--- config.mk ---
export PLATFORM = sky130hd
export DESIGN_NAME = conv55_column_feeder
export DESIGN_NICKNAME = d
export VERILOG_FILES = /design/src/rtl/conv55_column_feeder.sv
export SDC_FILE = /design/constraint.sdc
export NUM_CORES = 2
export LEC_CHECK = 0
export CAP_MARGIN = 20
export CORE_UTILIZATION = 62
export DETAILED_ROUTE_END_ITERATION = 8
export PLACE_DENSITY_LB_ADDON = 0.3
export SYNTH_ARGS = -nofsm -noshare
export SYNTH_HDL_FRONTEND = slang
export SYNTH_SLANG_ARGS = --single-unit
--- constraint.sdc ---
create_clock -name clk -period 10.1 [get_ports clk]
set_input_delay 1.01 -clock clk [delete_from_list [all_inputs] [get_ports clk]]
set_output_delay 1.01 -clock clk [all_outputs]
set_load 0.01 [all_outputs]
--- src/rtl/conv55_column_feeder.sv ---
`default_nettype none
// ============================================================================
// Module      : conv55_column_feeder
// Description : Streaming window-column generator for a KxK convolution stage.
//               Buffers KERNEL_SIZE-1 image rows per channel and, once enough
//               rows are held, emits one vertical KERNEL_SIZE-pixel column per
//               channel for every accepted beat, with an en latch strobe,
//               full-window flag, position indices and end-of-frame marker.
// Revision    : 1.0 - initial release
// ============================================================================
module conv55_column_feeder #(
  parameter int BIT_WIDTH   = 8,
  parameter int KERNEL_SIZE = 5,
  parameter int CHANNEL     = 4,
  parameter int IMG_WIDTH   = 32,
  parameter int IMG_HEIGHT  = 32
) (
  input  logic                                      clk,
  input  logic                                      rst,
  input  logic                                      in_valid,
  output logic                                      in_ready,
  input  logic [BIT_WIDTH*CHANNEL-1:0]              pixel_in,
  input  logic                                      hold,
  output logic                                      en,
  output logic [BIT_WIDTH*KERNEL_SIZE*CHANNEL-1:0]  column_out,
  output logic                                      window_valid,
  output logic [$clog2(IMG_HEIGHT)-1:0]             row_idx,
  output logic [$clog2(IMG_WIDTH)-1:0]              col_idx,
  output logic                                      frame_done
);

  localparam int ROW_W    = $clog2(IMG_HEIGHT);
  localparam int COL_W    = $clog2(IMG_WIDTH);
  localparam int COL_BITS = BIT_WIDTH * KERNEL_SIZE;
  localparam int OUT_W    = COL_BITS * CHANNEL;

  localparam logic [0:0] S_FILL   = 1'b0;
  localparam logic [0:0] S_STREAM = 1'b1;

  localparam logic [ROW_W-1:0] c_ROW_LAST      = ROW_W'(IMG_HEIGHT - 1);
  localparam logic [ROW_W-1:0] c_ROW_FILL_LAST = ROW_W'(KERNEL_SIZE - 2);
  localparam logic [COL_W-1:0] c_COL_LAST      = COL_W'(IMG_WIDTH - 1);
  localparam logic [COL_W-1:0] c_COL_WINDOW    = COL_W'(KERNEL_SIZE - 1);

  logic [0:0]       r_state;
  logic [ROW_W-1:0] r_row;
  logic [COL_W-1:0] r_col;

  logic             w_accept;
  logic             w_col_last;
  logic             w_row_last;
  logic             w_stream_beat;
  logic [OUT_W-1:0] w_column;

  // Ready is purely a function of stall and reset, never of in_valid.
  assign in_ready      = !hold && !rst;
  assign w_accept      = in_valid && in_ready;
  assign w_col_last    = (r_col == c_COL_LAST);
  assign w_row_last    = (r_row == c_ROW_LAST);
  assign w_stream_beat = w_accept && (r_state == S_STREAM);

  // Per-channel line buffers and column assembly. Slot 0 holds the oldest
  // row; the live pixel occupies the top slot without being stored first.
  for (genvar gi = 0; gi < CHANNEL; gi++) begin : g_ch
    logic [BIT_WIDTH-1:0] r_lb [KERNEL_SIZE-1][IMG_WIDTH];

    for (genvar gk = 0; gk < KERNEL_SIZE - 1; gk++) begin : g_slot
      assign w_column[gi*COL_BITS + gk*BIT_WIDTH +: BIT_WIDTH] = r_lb[gk][r_col];
    end

    assign w_column[gi*COL_BITS + (KERNEL_SIZE-1)*BIT_WIDTH +: BIT_WIDTH] =
      pixel_in[gi*BIT_WIDTH +: BIT_WIDTH];

    // Shift the column's history up one row and store the new pixel at the
    // bottom; contents need no reset because FILL writes every slot first.
    always_ff @(posedge clk) begin
      if (w_accept) begin
        for (int j = 0; j < KERNEL_SIZE - 2; j++) begin
          r_lb[j][r_col] <= r_lb[j+1][r_col];
        end
        r_lb[KERNEL_SIZE-2][r_col] <= pixel_in[gi*BIT_WIDTH +: BIT_WIDTH];
      end
    end
  end

  // Raster position counters and FILL/STREAM sequencing.
  always_ff @(posedge clk or posedge rst) begin
    if (rst) begin
      r_row   <= '0;
      r_col   <= '0;
      r_state <= S_FILL;
    end else if (w_accept) begin
      if (w_col_last) begin
        r_col <= '0;
        r_row <= w_row_last ? '0 : r_row + ROW_W'(1);
      end else begin
        r_col <= r_col + COL_W'(1);
      end

      case (r_state)
        S_FILL: begin
          if (w_col_last && (r_row == c_ROW_FILL_LAST)) begin
            r_state <= S_STREAM;
          end
        end
        S_STREAM: begin
          if (w_col_last && w_row_last) begin
            r_state <= S_FILL;
          end
        end
        default: r_state <= S_FILL;
      endcase
    end
  end

  // Registered output stage: strobes pulse per STREAM beat, data holds otherwise.
  always_ff @(posedge clk or posedge rst) begin
    if (rst) begin
      en           <= 1'b0;
      window_valid <= 1'b0;
      frame_done   <= 1'b0;
      column_out   <= '0;
      row_idx      <= '0;
      col_idx      <= '0;
    end else begin
      en           <= w_stream_beat;
      window_valid <= w_stream_beat && (r_col >= c_COL_WINDOW);
      frame_done   <= w_stream_beat && w_row_last && w_col_last;
      if (w_stream_beat) begin
        column_out <= w_column;
        row_idx    <= r_row;
        col_idx    <= r_col;
      end
    end
  end

endmodule
`default_nettype wire

==> flow_summary_export.csv <==
group,metric,value,unit
critical_path,setup.worst_path.class,"reg -> reg",
power_and_ir_drop,power.total,48.5,mW
logic_synthesis,yosysTopAreaCellShare,76.1,%
logic_synthesis,synth_area_leaders,"edfxtp_1, mux2i_1, o22ai_1",
logic_synthesis,avgSynthCellArea,18.7,sq um
critical_path,cp_slowest_cell,"dfrtp_4",
logic_synthesis,netlist.top_cell.by_area,"edfxtp_1",
logic_synthesis,syn_inst,8631,
logic_synthesis,synth_area,162000,sq um
logic_synthesis,synth_xor_area_share,0.00542,%
final_layout,fillers,15300,
logic_synthesis,synth_top_family_by_area,"multiplexers",
final_layout,multi_input_area,32100,sq um
route,met3WireLength,57700,microns
power_and_ir_drop,p_per_area,266,nW/um^2
logic_synthesis,postSynthRegisterBits,4280,
critical_path,path_buf_inv,3,
sta,fmax,169,MHz
sta,setup_tns,0,ns
route,detail_route.vias_per_cell,6.96,
critical_path,cpPeakStageDelay,1.07,ns
sta,final_hold_viol_count,0,
route,dr.pass1.iters,6,
floorplan,core_area,259000,sq um
global_route,grt_use_total,33.8,%
critical_path,endpoint_kind,"flip-flop",
route,wl,449000,microns
global_route,grt_pass1_wl,625000,microns
global_route,grt_max_degree,133,
critical_path,crit_required,10.59,ns
sta,fin_crit_sh,58.6,%
cts,htree_levels,5,
cts,ctsHoldBuffers,0,
sta,finalSetupViolCount,0,
sta,slew_headroom,12.9,%
cts,cts_num_sinks,4280,
route,vias,88800,
logic_synthesis,synthSimpleGateAreaFrac,2.21,%
cts,cts.clk_slew.worst_paths,0.07,ns
logic_synthesis,synth_compound_area_share,4.45,%
sta,finalCriticalPeriod,5.92,ns
logic_synthesis,synthArstFlopShare,4.30,%
floorplan,start_util,62.3,%
critical_path,worstPathCellList,"buf_12, buf_4, buf_4, mux2i_1, o22ai_1, nor4_1, nand2_1",
critical_path,arrival,6.41,ns
cts,cts_made_buffers,420,
floorplan,io_pins,210,
sta,finClkSkew,0.123,ns
route,top_layer_used,"met5",
cts,clk_root_buffer_cell,"clkbuf_16",
global_route,antenna_found_initial,17,
power_and_ir_drop,leakage,63.5,nW
logic_synthesis,muxShareOfSynthArea,12.9,%
floorplan,fp.dieW,513,microns
place,dp_hpwl,213000,microns
sta,worst_pin_slew,1.31,ns
route,wl_per_cell,35.2,microns
logic_synthesis,synthFlopType,"edfxtp_1",
place,routabilityCongestion,0.802,
route,met2_length,212000,microns
logic_synthesis,synth_nets,8676,
logic_synthesis,ys.warnings.count,0,
floorplan,num_rows,187,
logic_synthesis,seq_area_frac_synth,78.9,%
global_route,gr-total-overflow,0,
cts,cts_tree,"yes",
final_layout,nNetsFinal,9050,
critical_path,crit_family,"buffers and inverters",
final_layout,ff_latch_area,128000,sq um
logic_synthesis,synth-adder-area-share,0.0697,%
final_layout,drive_above_1_share,10.7,%
cts,clk_latency,1.06,ns
logic_synthesis,synth-edff-count,4096,
global_route,grt_pass1_vias,85900,
power_and_ir_drop,ir_worst_vdd,220,uV
route,drc,0,
outcome,status,"finished clean",
cts,clockBufferDepth,4,
route,ant_nets,0,
hold_path,hp-class,"reg -> reg",
cts,cts_setup_buffers,0,
route,drt-met1-wl,159000,microns
critical_path,cp_common_cell,"buf_4",
route,drt_iter0_drc,14100,
logic_synthesis,ys_types,47,
job,maxCapViolations,0,
floorplan,die_area,263000,sq um
cts,postCtsResizedCells,0,
sta,slew_violations,0,
critical_path,worst_setup_path_start_kind,"flip-flop",
final_layout,area_delta_synth_final,12.8,%
floorplan,die_h,513,microns
place,io_buffers,209,
sta,rsz0062_at_grt,"no",
critical_path,crit_fanout,106,
==> cells in the final DEF, fill, tap and decap left out, types with 19 or more instances in the layout <==
cell	netlist	final
a21oi_1	43	43
a22oi_1	55	55
a31oi_1	102	102
buf_12	0	54
buf_16	0	26
buf_4	35	139
bufinv_16	0	27
clkbuf_1	163	99
clkbuf_16	0	427
clkbuf_8	0	32
clkdlybuf4s50_1	0	209
clkinv_1	2	68
clkinv_2	0	88
dfrtp_1	184	180
edfxtp_1	4096	4096
mux2_2	19	19
mux2i_1	1862	1862
mux4_2	86	86
nand2_1	262	259
nand3_1	60	55
nor2_1	168	133
nor2_4	0	34
nor4_1	214	214
o22ai_1	864	864
==> synth_stat cells, types with 4 or more instances <==
cell type and number:
edfxtp_1 4096, mux2i_1 1862, o22ai_1 864, nand2_1 262, buf_2 250, nor4_1 214, dfrtp_1 184, nor2_1 168
clkbuf_1 163, a31oi_1 102, mux4_2 86, nand3_1 60, a22oi_1 55, a21oi_1 43, buf_4 35, buf_1 30
mux2_2 19, o21ai_0 17, a41oi_1 16, nor3_1 13, a211oi_1 10, buf_6 10, o22a_1 10, ha_1 9
nor2b_1 6, and3_1 5, nand3b_1 5, a32o_1 4
==> power by group <==
part / switching, mW / internal (mW)
sequential: 0.114 / 23.8
combinational: 7.19 / 2.31
clock: 6.50 / 8.58
total: 13.8 / 34.7
==> sequential cells by signal (all words and copies together), names as in the netlist <==
| name | count |
|---|---|
| r_col | 5 |
| col_idx | 5 |
| r_row | 5 |
| window_valid | 1 |
| r_state | 1 |
| en | 1 |
| row_idx | 5 |
| column_out | 160 |
| frame_done | 1 |
| g_ch.r_lb | 4096 |
==> final cells by class <==
class / instances / area share, %
Tap cell: 3402 / 2.33
Clock inverter: 219 / 1.05
Clock buffer: 551 / 6.21
Multi-Input combinational cell: 3859 / 17.6
Inverter: 4 / 0.0165
Sequential cell: 4280 / 70.0
Timing Repair Buffer: 440 / 2.84
Antenna cell: 10 / 0.0137
==> cells by family (layout without fill, tap and decap cells) <==
logic type               after synthesis  after routing
adder cells (fa/ha/maj)                9              9
flip-flops                          4280           4280
multiplexers                        1967           1967
XOR/XNOR                               1              1
AND/OR/NAND/NOR                      750            750
other                                  0             10
AO/OA/AOI/OAI                       1132           1132
buffers and inverters                492           1214
==> worst register-to-register path: stages (launching register included) <==
cell and delay [ns]:
dfrtp_4 1.07, buf_12 0.72, buf_4 0.65, buf_4 0.89
mux2i_1 0.38, o22ai_1 0.11, nor4_1 0.75, nand2_1 0.80
==> metal layers <==
| metal | vias to the layer above | GRT usage, % |
|---|---|---|
| li1 | 35800 | - |
| met1 | 45100 | 46.3 |
| met2 | 6689 | 53.7 |
| met3 | 1192 | 6.88 |
| met4 | 14 | 13.6 |
| met5 | - | 0 |
==> path summary, 6_finish.rpt <==
kind | endpoint | cells after the start | start | slack, ns
max | g_ch[2].r_lb[2][219]$_DFFE_PP_ | 7 | r_col[0]$_DFFE_PP0P_ | 4.18
min | column_out[73]$_DFFE_PP0P_ | 2 | column_out[73]$_DFFE_PP0P_ | 0.47
max reg2reg | g_ch[2].r_lb[2][219]$_DFFE_PP_ | 7 | r_col[0]$_DFFE_PP0P_ | 4.18
min reg2reg | column_out[73]$_DFFE_PP0P_ | 2 | column_out[73]$_DFFE_PP0P_ | 0.47
max in group asynchronous | r_col[4]$_DFFE_PP0P_ | 3 | rst | 7.91
min in group asynchronous | col_idx[3]$_DFFE_PP0P_ | 2 | rst | 0.65
==> stage by stage <==
step,setup WS [ns],cells,utilization (%),instance area (sq um),hold WS (ns)
floorplan,2.28,8631,-,162000,0.482
global placement,4.59,11900,64.7,168000,0.457
detailed placement,4.43,11900,64.8,168000,0.463
CTS,4.28,12700,69.9,181000,0.477
global route,4.11,12800,70.3,182000,0.504
finish,4.18,12800,70.3,182000,0.471
(Power assumes the default switching activity.)
